==> config.mk <==
export PLATFORM = sky130hd
export DESIGN_NAME = axi_rd_burst_sequencer
export DESIGN_NICKNAME = d
export VERILOG_FILES = /design/src/rtl/axi_rd_burst_sequencer.sv
export SDC_FILE = /design/constraint.sdc
export NUM_CORES = 1
export LEC_CHECK = 0
export CAP_MARGIN = 20
export CORE_ASPECT_RATIO = 0.9
export CORE_MARGIN = 5
export CORE_UTILIZATION = 47
export CTS_BUF_LIST = sky130_fd_sc_hd__clkbuf_4 sky130_fd_sc_hd__clkbuf_8
export DETAILED_ROUTE_END_ITERATION = 12
export PLACE_DENSITY_LB_ADDON = 0.25
export REMOVE_ABC_BUFFERS = 1
export SLEW_MARGIN = 40
export SYNTH_ARGS = -nofsm -noshare
export SYNTH_HDL_FRONTEND = slang
export SYNTH_SLANG_ARGS = --single-unit
==> constraint.sdc <==
create_clock -name clk -period 9.4 [get_ports clk]
set_input_delay 1.41 -clock clk [delete_from_list [all_inputs] [get_ports clk]]
set_output_delay 1.41 -clock clk [all_outputs]
set_load 0.03 [all_outputs]
==> src/rtl/axi_rd_burst_sequencer.sv <==
// Read DMA sequencer: splits one command into 4KB-safe INCR bursts,
// issues them on AXI4 AR one at a time and streams R beats out.
//
// Ports:
//   clk, rst_n        clock, async active-low reset
//   cmd_*             command handshake (start address, beat count)
//   done, error       completion pulse, sticky error valid with done
//   m_axi_ar*         AXI4 read address channel (master side)
//   m_axi_r*          AXI4 read data channel (master side)
//   out_*             valid/ready beat stream to the consumer
module axi_rd_burst_sequencer #(
  parameter int ADDR_WIDTH = 32,
  parameter int DATA_WIDTH = 128,
  parameter int ID_WIDTH   = 4,
  parameter int MAX_BURST  = 16,
  parameter int AXI_ID     = 0
) (
  input  logic                  clk,
  input  logic                  rst_n,
  input  logic                  cmd_valid,
  output logic                  cmd_ready,
  input  logic [ADDR_WIDTH-1:0] cmd_addr,
  input  logic [15:0]           cmd_beats,
  output logic                  done,
  output logic                  error,
  output logic [ID_WIDTH-1:0]   m_axi_arid,
  output logic [ADDR_WIDTH-1:0] m_axi_araddr,
  output logic [7:0]            m_axi_arlen,
  output logic [2:0]            m_axi_arsize,
  output logic [1:0]            m_axi_arburst,
  output logic                  m_axi_arvalid,
  input  logic                  m_axi_arready,
  input  logic [ID_WIDTH-1:0]   m_axi_rid,
  input  logic [DATA_WIDTH-1:0] m_axi_rdata,
  input  logic [1:0]            m_axi_rresp,
  input  logic                  m_axi_rlast,
  input  logic                  m_axi_rvalid,
  output logic                  m_axi_rready,
  output logic [DATA_WIDTH-1:0] out_data,
  output logic                  out_valid,
  input  logic                  out_ready
);

  localparam int BPB = DATA_WIDTH / 8;
  localparam int SZ  = $clog2(BPB);

  typedef enum logic [1:0] {
    IDLE,
    ADDR,
    DATA,
    DONE
  } state_t;

  state_t                state;
  logic [ADDR_WIDTH-1:0] addr;
  logic [15:0]           rem;
  logic [8:0]            blen;
  logic [8:0]            bcnt;

  logic [ADDR_WIDTH-1:0] cmd_al;
  logic [ADDR_WIDTH-1:0] addr_nx;
  logic [15:0]           rem_nx;
  logic [8:0]            bl_cmd;
  logic [8:0]            bl_nx;
  logic                  r_hs;
  logic                  last_beat;
  logic                  unused_rid;

  // Beats until the next 4KB page, capped by MAX_BURST and rem.
  function automatic logic [8:0] burst_len(
    input logic [ADDR_WIDTH-1:0] a,
    input logic [15:0]           r
  );
    logic [12:0] room;
    logic [16:0] b;
    room = 13'((13'd4096 - {1'b0, a[11:0]}) >> SZ);
    b    = {1'b0, r};
    if (b > 17'(MAX_BURST)) b = 17'(MAX_BURST);
    if (b > {4'd0, room})   b = {4'd0, room};
    return b[8:0];
  endfunction

  assign cmd_al    = cmd_addr & ~ADDR_WIDTH'(BPB - 1);
  assign addr_nx   = addr + (ADDR_WIDTH'(blen) << SZ);
  assign rem_nx    = rem - 16'd1;
  assign bl_cmd    = burst_len(cmd_al, cmd_beats);
  assign bl_nx     = burst_len(addr_nx, rem_nx);
  assign r_hs      = (state == DATA) && m_axi_rvalid && out_ready;
  assign last_beat = (bcnt == 9'd1);
  assign unused_rid = ^m_axi_rid;

  assign cmd_ready     = (state == IDLE);
  assign m_axi_arid    = ID_WIDTH'(AXI_ID);
  assign m_axi_arsize  = 3'(SZ);
  assign m_axi_arburst = 2'b01;

  // Zero-latency R passthrough while a burst is in flight.
  assign out_data     = m_axi_rdata;
  assign out_valid    = (state == DATA) && m_axi_rvalid;
  assign m_axi_rready = (state == DATA) && out_ready;

  always_ff @(posedge clk or negedge rst_n) begin
    if (!rst_n) begin
      state         <= IDLE;
      addr          <= '0;
      rem           <= '0;
      blen          <= '0;
      bcnt          <= '0;
      m_axi_araddr  <= '0;
      m_axi_arlen   <= '0;
      m_axi_arvalid <= 1'b0;
      done          <= 1'b0;
      error         <= 1'b0;
    end else begin
      done <= 1'b0;
      if (done) error <= 1'b0;
      unique case (state)
        IDLE: begin
          if (cmd_valid) begin
            error <= 1'b0;
            addr  <= cmd_al;
            rem   <= cmd_beats;
            if (cmd_beats == 16'd0) begin
              state <= DONE;
            end else begin
              blen          <= bl_cmd;
              bcnt          <= bl_cmd;
              m_axi_araddr  <= cmd_al;
              m_axi_arlen   <= 8'(bl_cmd - 9'd1);
              m_axi_arvalid <= 1'b1;
              state         <= ADDR;
            end
          end
        end
        ADDR: begin
          if (m_axi_arready) begin
            m_axi_arvalid <= 1'b0;
            state         <= DATA;
          end
        end
        DATA: begin
          if (r_hs) begin
            rem  <= rem_nx;
            bcnt <= bcnt - 9'd1;
            // rlast is only cross-checked; beat count ends the burst.
            if (m_axi_rresp != 2'b00 ||
                m_axi_rlast != last_beat)
              error <= 1'b1;
            if (last_beat) begin
              addr <= addr_nx;
              if (rem_nx == 16'd0) begin
                state <= DONE;
              end else begin
                blen          <= bl_nx;
                bcnt          <= bl_nx;
                m_axi_araddr  <= addr_nx;
                m_axi_arlen   <= 8'(bl_nx - 9'd1);
                m_axi_arvalid <= 1'b1;
                state         <= ADDR;
              end
            end
          end
        end
        DONE: begin
          done  <= 1'b1;
          state <= IDLE;
        end
        default: state <= IDLE;
      endcase
    end
  end

endmodule

Word-level counts from Yosys, hierarchy flattened:

Index checks and enable logic that the tools add are counted.

* add/sub/neg operators: 7
* $lt $le $gt $ge: 4
* multiplexer cells: 53
* reduce and logical (&&, ||, !) cells: 16
* equality and inequality tests: 11

Operators with widths (number)
* 2-to-1 mux 32 bit: 8
* case mux 32 bit (2 select lines): 2
* 2-to-1 mux 9 bit: 10
* 2-to-1 mux 16 bit: 4
* 2-to-1 mux 8 bit: 5
* case mux 9 bit (2 select lines): 2
* adder 32 x 13 -> 32 bit: 1
* > comparator 16 x 5 -> 1 bit (second input constant): 2
* > comparator 16 x 9 -> 1 bit: 2
* logical NOT 16 bit: 2
* case mux 16 bit (2 select lines): 1
* subtractor 13 x 12 -> 13 bit (first input constant): 2
* case mux 8 bit (2 select lines): 1
* subtractor 16 x 1 -> 16 bit (second input constant): 1
* subtractor 8 x 1 -> 8 bit (second input constant): 2
* 2-to-1 mux 2 bit: 6
* inequality test 2 bit (second input constant): 6
* AND reduction 4 bit: 3
* 2-to-1 mux 1 bit: 11
* equality test 9 x 1 -> 1 bit (second input constant): 1
* subtractor 9 x 1 -> 9 bit (second input constant): 1
* case mux 2 bit (4 select lines): 1
* AND reduction 7 bit: 1
* AND reduction 6 bit: 1
* other kinds (11): 15

* output and inout bits: 183
* input bits: 189
* register bits after elaboration: 111

Depth between registers and ports, before layout:

* depth after elaboration: 10
* mapped depth: 23
* gate-level depth less buffers: 22

Least setup slack after synthesis:

OpenSTA, ideal clock, no wires.

* path type: input -> register
* start: input port cmd_beats[0]
* end: register m_axi_arlen[6]
* buffers on the path: 0
* stages: 12
* setup slack: 4.346 ns
* library setup time: 0.133 ns
* required time: 9.267 ns
* arrival time: 4.921 ns
* path through: or4_1 > a2111oi_0 > and2_1 > ha_1 > a21oi_1 > a21oi_1 > o21ai_0 > mux2i_1 > o311ai_4 > nor4b_1 > xnor2_1 > o21ai_1

* cells in the longest elaborated chain, start to end: 8
* elaborated cells on any way between the ends: 11
* those cells by class: add/sub (1); order compare (2); eq/ne (1); mux (5); reduce/logical (2)

Ends and longest elaborated chain
* from (decl): line 23 `input logic [15:0] cmd_beats,`
* > comparator 16 x 5 -> 1 bit: line 78 `if (b > 17'(MAX_BURST)) b = 17'(MAX_BURST);`
* 2-to-1 mux 16 bit: line 78
* > comparator 16 x 9 -> 1 bit: line 79 `if (b > {4'd0, room}) b = {4'd0, room};`
* 2-to-1 mux 9 bit: line 79
* subtractor 8 x 1 -> 8 bit: line 129 `m_axi_arlen <= 8'(bl_cmd - 9'd1);`
* 2-to-1 mux 8 bit: line 123 `if (cmd_beats == 16'd0) begin`
* 2-to-1 mux 8 bit: line 119 `if (cmd_valid) begin`
* case mux 8 bit (2 select lines): line 117 `unique case (state)`
* to (signal assigned): line 129
* to (signal assigned): line 157 `m_axi_arlen <= 8'(bl_nx - 9'd1);`
* to (decl): line 28 `output logic [7:0] m_axi_arlen,`

Several ways; a longest one is shown, not always the timed one. The select of a mux whose other input is x is not followed.
A chain may end at the register's enable or synchronous reset.

Worst setup path in the final report:

* start: register rem[0]
* end: register m_axi_arlen[6]

* cells in the longest elaborated chain, start to end: 10
* elaborated cells on any way between the ends: 13
* those cells by class: add/sub (2); order compare (2); eq/ne (1); mux (6); reduce/logical (2)

Ends and longest elaborated chain
* from (decl): line 56 `logic [15:0] rem;`
* from (signal assigned): line 122 `rem <= cmd_beats;`
* from (signal assigned): line 143 `rem <= rem_nx;`
* subtractor 16 x 1 -> 16 bit (*): line 85 `assign rem_nx = rem - 16'd1;`
* > comparator 16 x 5 -> 1 bit: line 78
* 2-to-1 mux 16 bit: line 78
* > comparator 16 x 9 -> 1 bit: line 79
* 2-to-1 mux 9 bit: line 79
* subtractor 8 x 1 -> 8 bit: line 157
* 2-to-1 mux 8 bit: line 151 `if (rem_nx == 16'd0) begin`
* 2-to-1 mux 8 bit: line 149 `if (last_beat) begin`
* 2-to-1 mux 8 bit: line 142 `if (r_hs) begin`
* case mux 8 bit (2 select lines): line 117

Every way passes the cells marked *; elsewhere a longest branch is shown, timed or not. The select of a mux whose other input is x is not followed.

==> impl_metrics.yaml <==
synthesis:
  async_reset_ff_share_pct: 100
  yosysWarnings: 0
  syn_inst: 999
  synthFlopType: "dfrtp_1"
  synth_edf_count: 0
  yosysSeqAreaShare_pct: 33.4
  syn-cell-area_sq_mm: 0.00831
  synth_cell_types: 73
  avgSynthCellArea_sq_um: 8.32
  synth_seq_cells: 111
clocking:
  ctsResizeCount: 0
  clkTransAtPathRegs_ns: 0.12
  cts_buffers: 9
  ctsHoldBuffers: 0
  cts_root_buf: "clkbuf_8"
  insertion_delay_ns: 0.43
  cts.sinks: 111
  cts_tree: "yes"
  clockBufferDepth: 2
  htreeDepth: 3
  post_cts.repair.setup_buffers: 0
critical_path:
  crit_arrival_ns: 6.14
  cp.required_ns: 9.68
  endpoint_kind: "flip-flop"
  critPathMaxFanout: 12
  worstSetupPathType: "flip-flop to flip-flop"
  start_kind: "flip-flop"
detailed_routing:
  firstDrtPassIters: 5
  postRouteAntennaNets: 0
  wl_per_cell_microns: 36.7
  drt_drc_violations_left: 0
  vias: 7117
  vias_per_cell: 5.97
  drt_wl_total_mm: 43.8
  drt_iter0_drc: 534
sta:
  tightest_slew_ns: 0.808
  drv_slew: 0
  finalSetupViolations: 0
  clock_skew_ns: 0.0179
  period_share_pct: 62.3
  hold_violations: 0
  tns_ns: 0
  maxSlewHeadroom_pct: 45.7
  max_freq_mhz: 171
  finalCriticalPeriod_ns: 5.86
  rsz0062_at_grt: "no"
die:
  dieWidth_microns: 150
  die_y_microns: 136
  boundaryPins: 372
  rows: 46
  dieArea_sq_mm: 0.0204
  core_sq_mm: 0.0175
  start_util_pct: 47.5
grt:
  first_global_vias: 6705
  grt_util_all_layers_pct: 42.5
  antenna_found_initial: 0
  grt-ovfl-total: 0
  grt_pass1_wl_mm: 58.2
  grt_max_degree: 82
cells_and_area:
  layout_commonest_cell: "dfrtp_1"
  drive_above_1_share_pct: 5.04
  synthToLayoutAreaGrowth_pct: 5.10
  diodes: 0
  final_cell_area_sq_mm: 0.00874
  nFillCells: 1757
  num-nets-final: 1171
  mostFrequentLayoutCells: "dfrtp_1, nand2_1, clkdlybuf4s50_1"
placement:
  placed_area_sq_mm: 0.00854
  buffer_ports.inserted: 98
  hpwlAfterDp_mm: 37.4
  place.gp.congestion: 1.21
pwr:
  ir_drop_uv: 213
  p_leak_nw: 3.64
  p_per_area_mw_per_mm2: 372
job:
  drv_cap: 0
min_path:
  worstHoldPathType: "flip-flop to flip-flop"
status:
  status: "finished clean"
## flip-flops by register name, summed over array words and instances (netlist names)
register and count:
error 1, addr 32, m_axi_arlen 8, done 1
bcnt 9, rem 16, m_axi_arvalid 1, blen 9
m_axi_araddr 32, state 2
## power breakdown
part / switching, mW / internal [mW]
clock: 0.204 / 0.107
sequential: 0.206 / 0.684
combinational: 1.29 / 0.761
## per-layer routing
metal / vias to the layer above / track usage (%) / share of wire (%)
met5: - / 19.0 / 1.3
li1: 3240 / - / -
met4: 12 / 33.1 / 10
met1: 3219 / 33.7 / 26
met2: 512 / 61.2 / 41
met3: 134 / 41.1 / 21
## critical path, cell delays in order, from the launching register on
cell and delay [ns]:
dfrtp_1 0.59, inv_1 0.11, ha_1 0.39, nor3_1 0.39, nand3b_1 0.19, a2111oi_4 0.42, o211ai_2 0.13, a2111o_4 0.57
nor2_1 0.12, ha_1 0.25, nor2b_1 0.13, o211ai_1 0.16, a21oi_1 0.12, o211ai_1 0.63, or2_2 0.24, o311ai_2 0.22
inv_1 0.12, ha_1 0.21, o211a_1 0.15, nor4b_1 0.31, xnor2_1 0.18, o21ai_1 0.09
## cell type report
| type | instances | area (sq um) | share of cell area [%] |
|---|---|---|---|
| Sequential cell | 111 | 2780 | 31.8 |
| Clock inverter | 6 | 61.3 | 0.702 |
| Inverter | 21 | 78.8 | 0.902 |
| Timing Repair Buffer | 107 | 1050 | 12.1 |
| Clock buffer | 10 | 131 | 1.50 |
| Multi-Input combinational cell | 698 | 4330 | 49.6 |
| Tap cell | 240 | 300 | 3.44 |
## logic make-up after synthesis
kind of cell	count (synthesis)	synth area share [%]
and+or+nand+nor	343	19.9
AOI/OAI and AO/OA	242	19.0
buffers and inverters	205	15.6
DFF	111	33.4
xor gates and xnor gates	45	4.74
adders and majority gates	34	5.21
muxes	17	2.05
other	2	0.0904
## path summary, 6_finish.rpt
| path | startpoint | endpoint | slack [ns] | depth (start not counted) |
|---|---|---|---|---|
| min | m_axi_araddr[3] | m_axi_araddr[3] | 0.49 | 2 |
| max | rem[0] | m_axi_arlen[6] | 3.54 | 21 |
| min reg2reg | m_axi_araddr[3] | m_axi_araddr[3] | 0.49 | 2 |
| max in group asynchronous | rst_n | addr[9] | 7.29 | 2 |
| max reg2reg | rem[0] | m_axi_arlen[6] | 3.54 | 21 |
| min in group asynchronous | rst_n | m_axi_araddr[31] | 1.00 | 1 |
## cell usage after synthesis (3+ instances only)
cell / number / area, sq um
buf_4: 137 / 1030
dfrtp_1: 111 / 2780
nand2_1: 105 / 394
o21ai_0: 95 / 475
nor2_1: 93 / 349
a21oi_1: 45 / 225
clkbuf_1: 35 / 131
ha_1: 33 / 413
xnor2_1: 28 / 245
nand3_1: 24 / 120
nor3_1: 23 / 115
inv_1: 21 / 78.8
mux2i_1: 17 / 170
xor2_1: 17 / 149
and3_1: 15 / 93.8
and2_1: 14 / 87.6
o211ai_1: 14 / 105
o31ai_1: 13 / 97.6
buf_1: 9 / 33.8
nand2b_1: 9 / 56.3
nand4_1: 8 / 50.1
nor2b_1: 8 / 50.1
o21a_1: 8 / 60.1
or3_1: 7 / 43.8
a211oi_1: 6 / 45.0
a31oi_1: 6 / 37.5
nor4_1: 6 / 37.5
o21ai_1: 6 / 30.0
a21o_1: 5 / 37.5
nand3b_1: 5 / 37.5
o22a_1: 5 / 43.8
or4_1: 5 / 37.5
nor3b_1: 4 / 30.0
o2111ai_1: 4 / 35.0
or2_2: 4 / 25.0
a22oi_1: 3 / 22.5
nor4b_1: 3 / 26.3
o21bai_1: 3 / 22.5
o22ai_1: 3 / 18.8
## stage by stage
stage / cells / total power, mW / hold WS (ns) / utilization [%] / setup slack, ns
3_3_place_gp: 1177 / 2.90 / 0.462 / 48.7 / 3.24
4_1_cts: 1193 / 3.23 / 0.495 / 49.9 / 3.66
6_report: 1193 / 3.25 / 0.490 / 49.9 / 3.54
3_5_place_dp: 1177 / 2.91 / 0.467 / 48.8 / 3.39
2_1_floorplan: 830 / 2.24 / 0.450 / - / 3.83
5_1_grt: 1193 / 3.51 / 0.514 / 49.9 / 3.13
(Power assumes the default switching activity.)
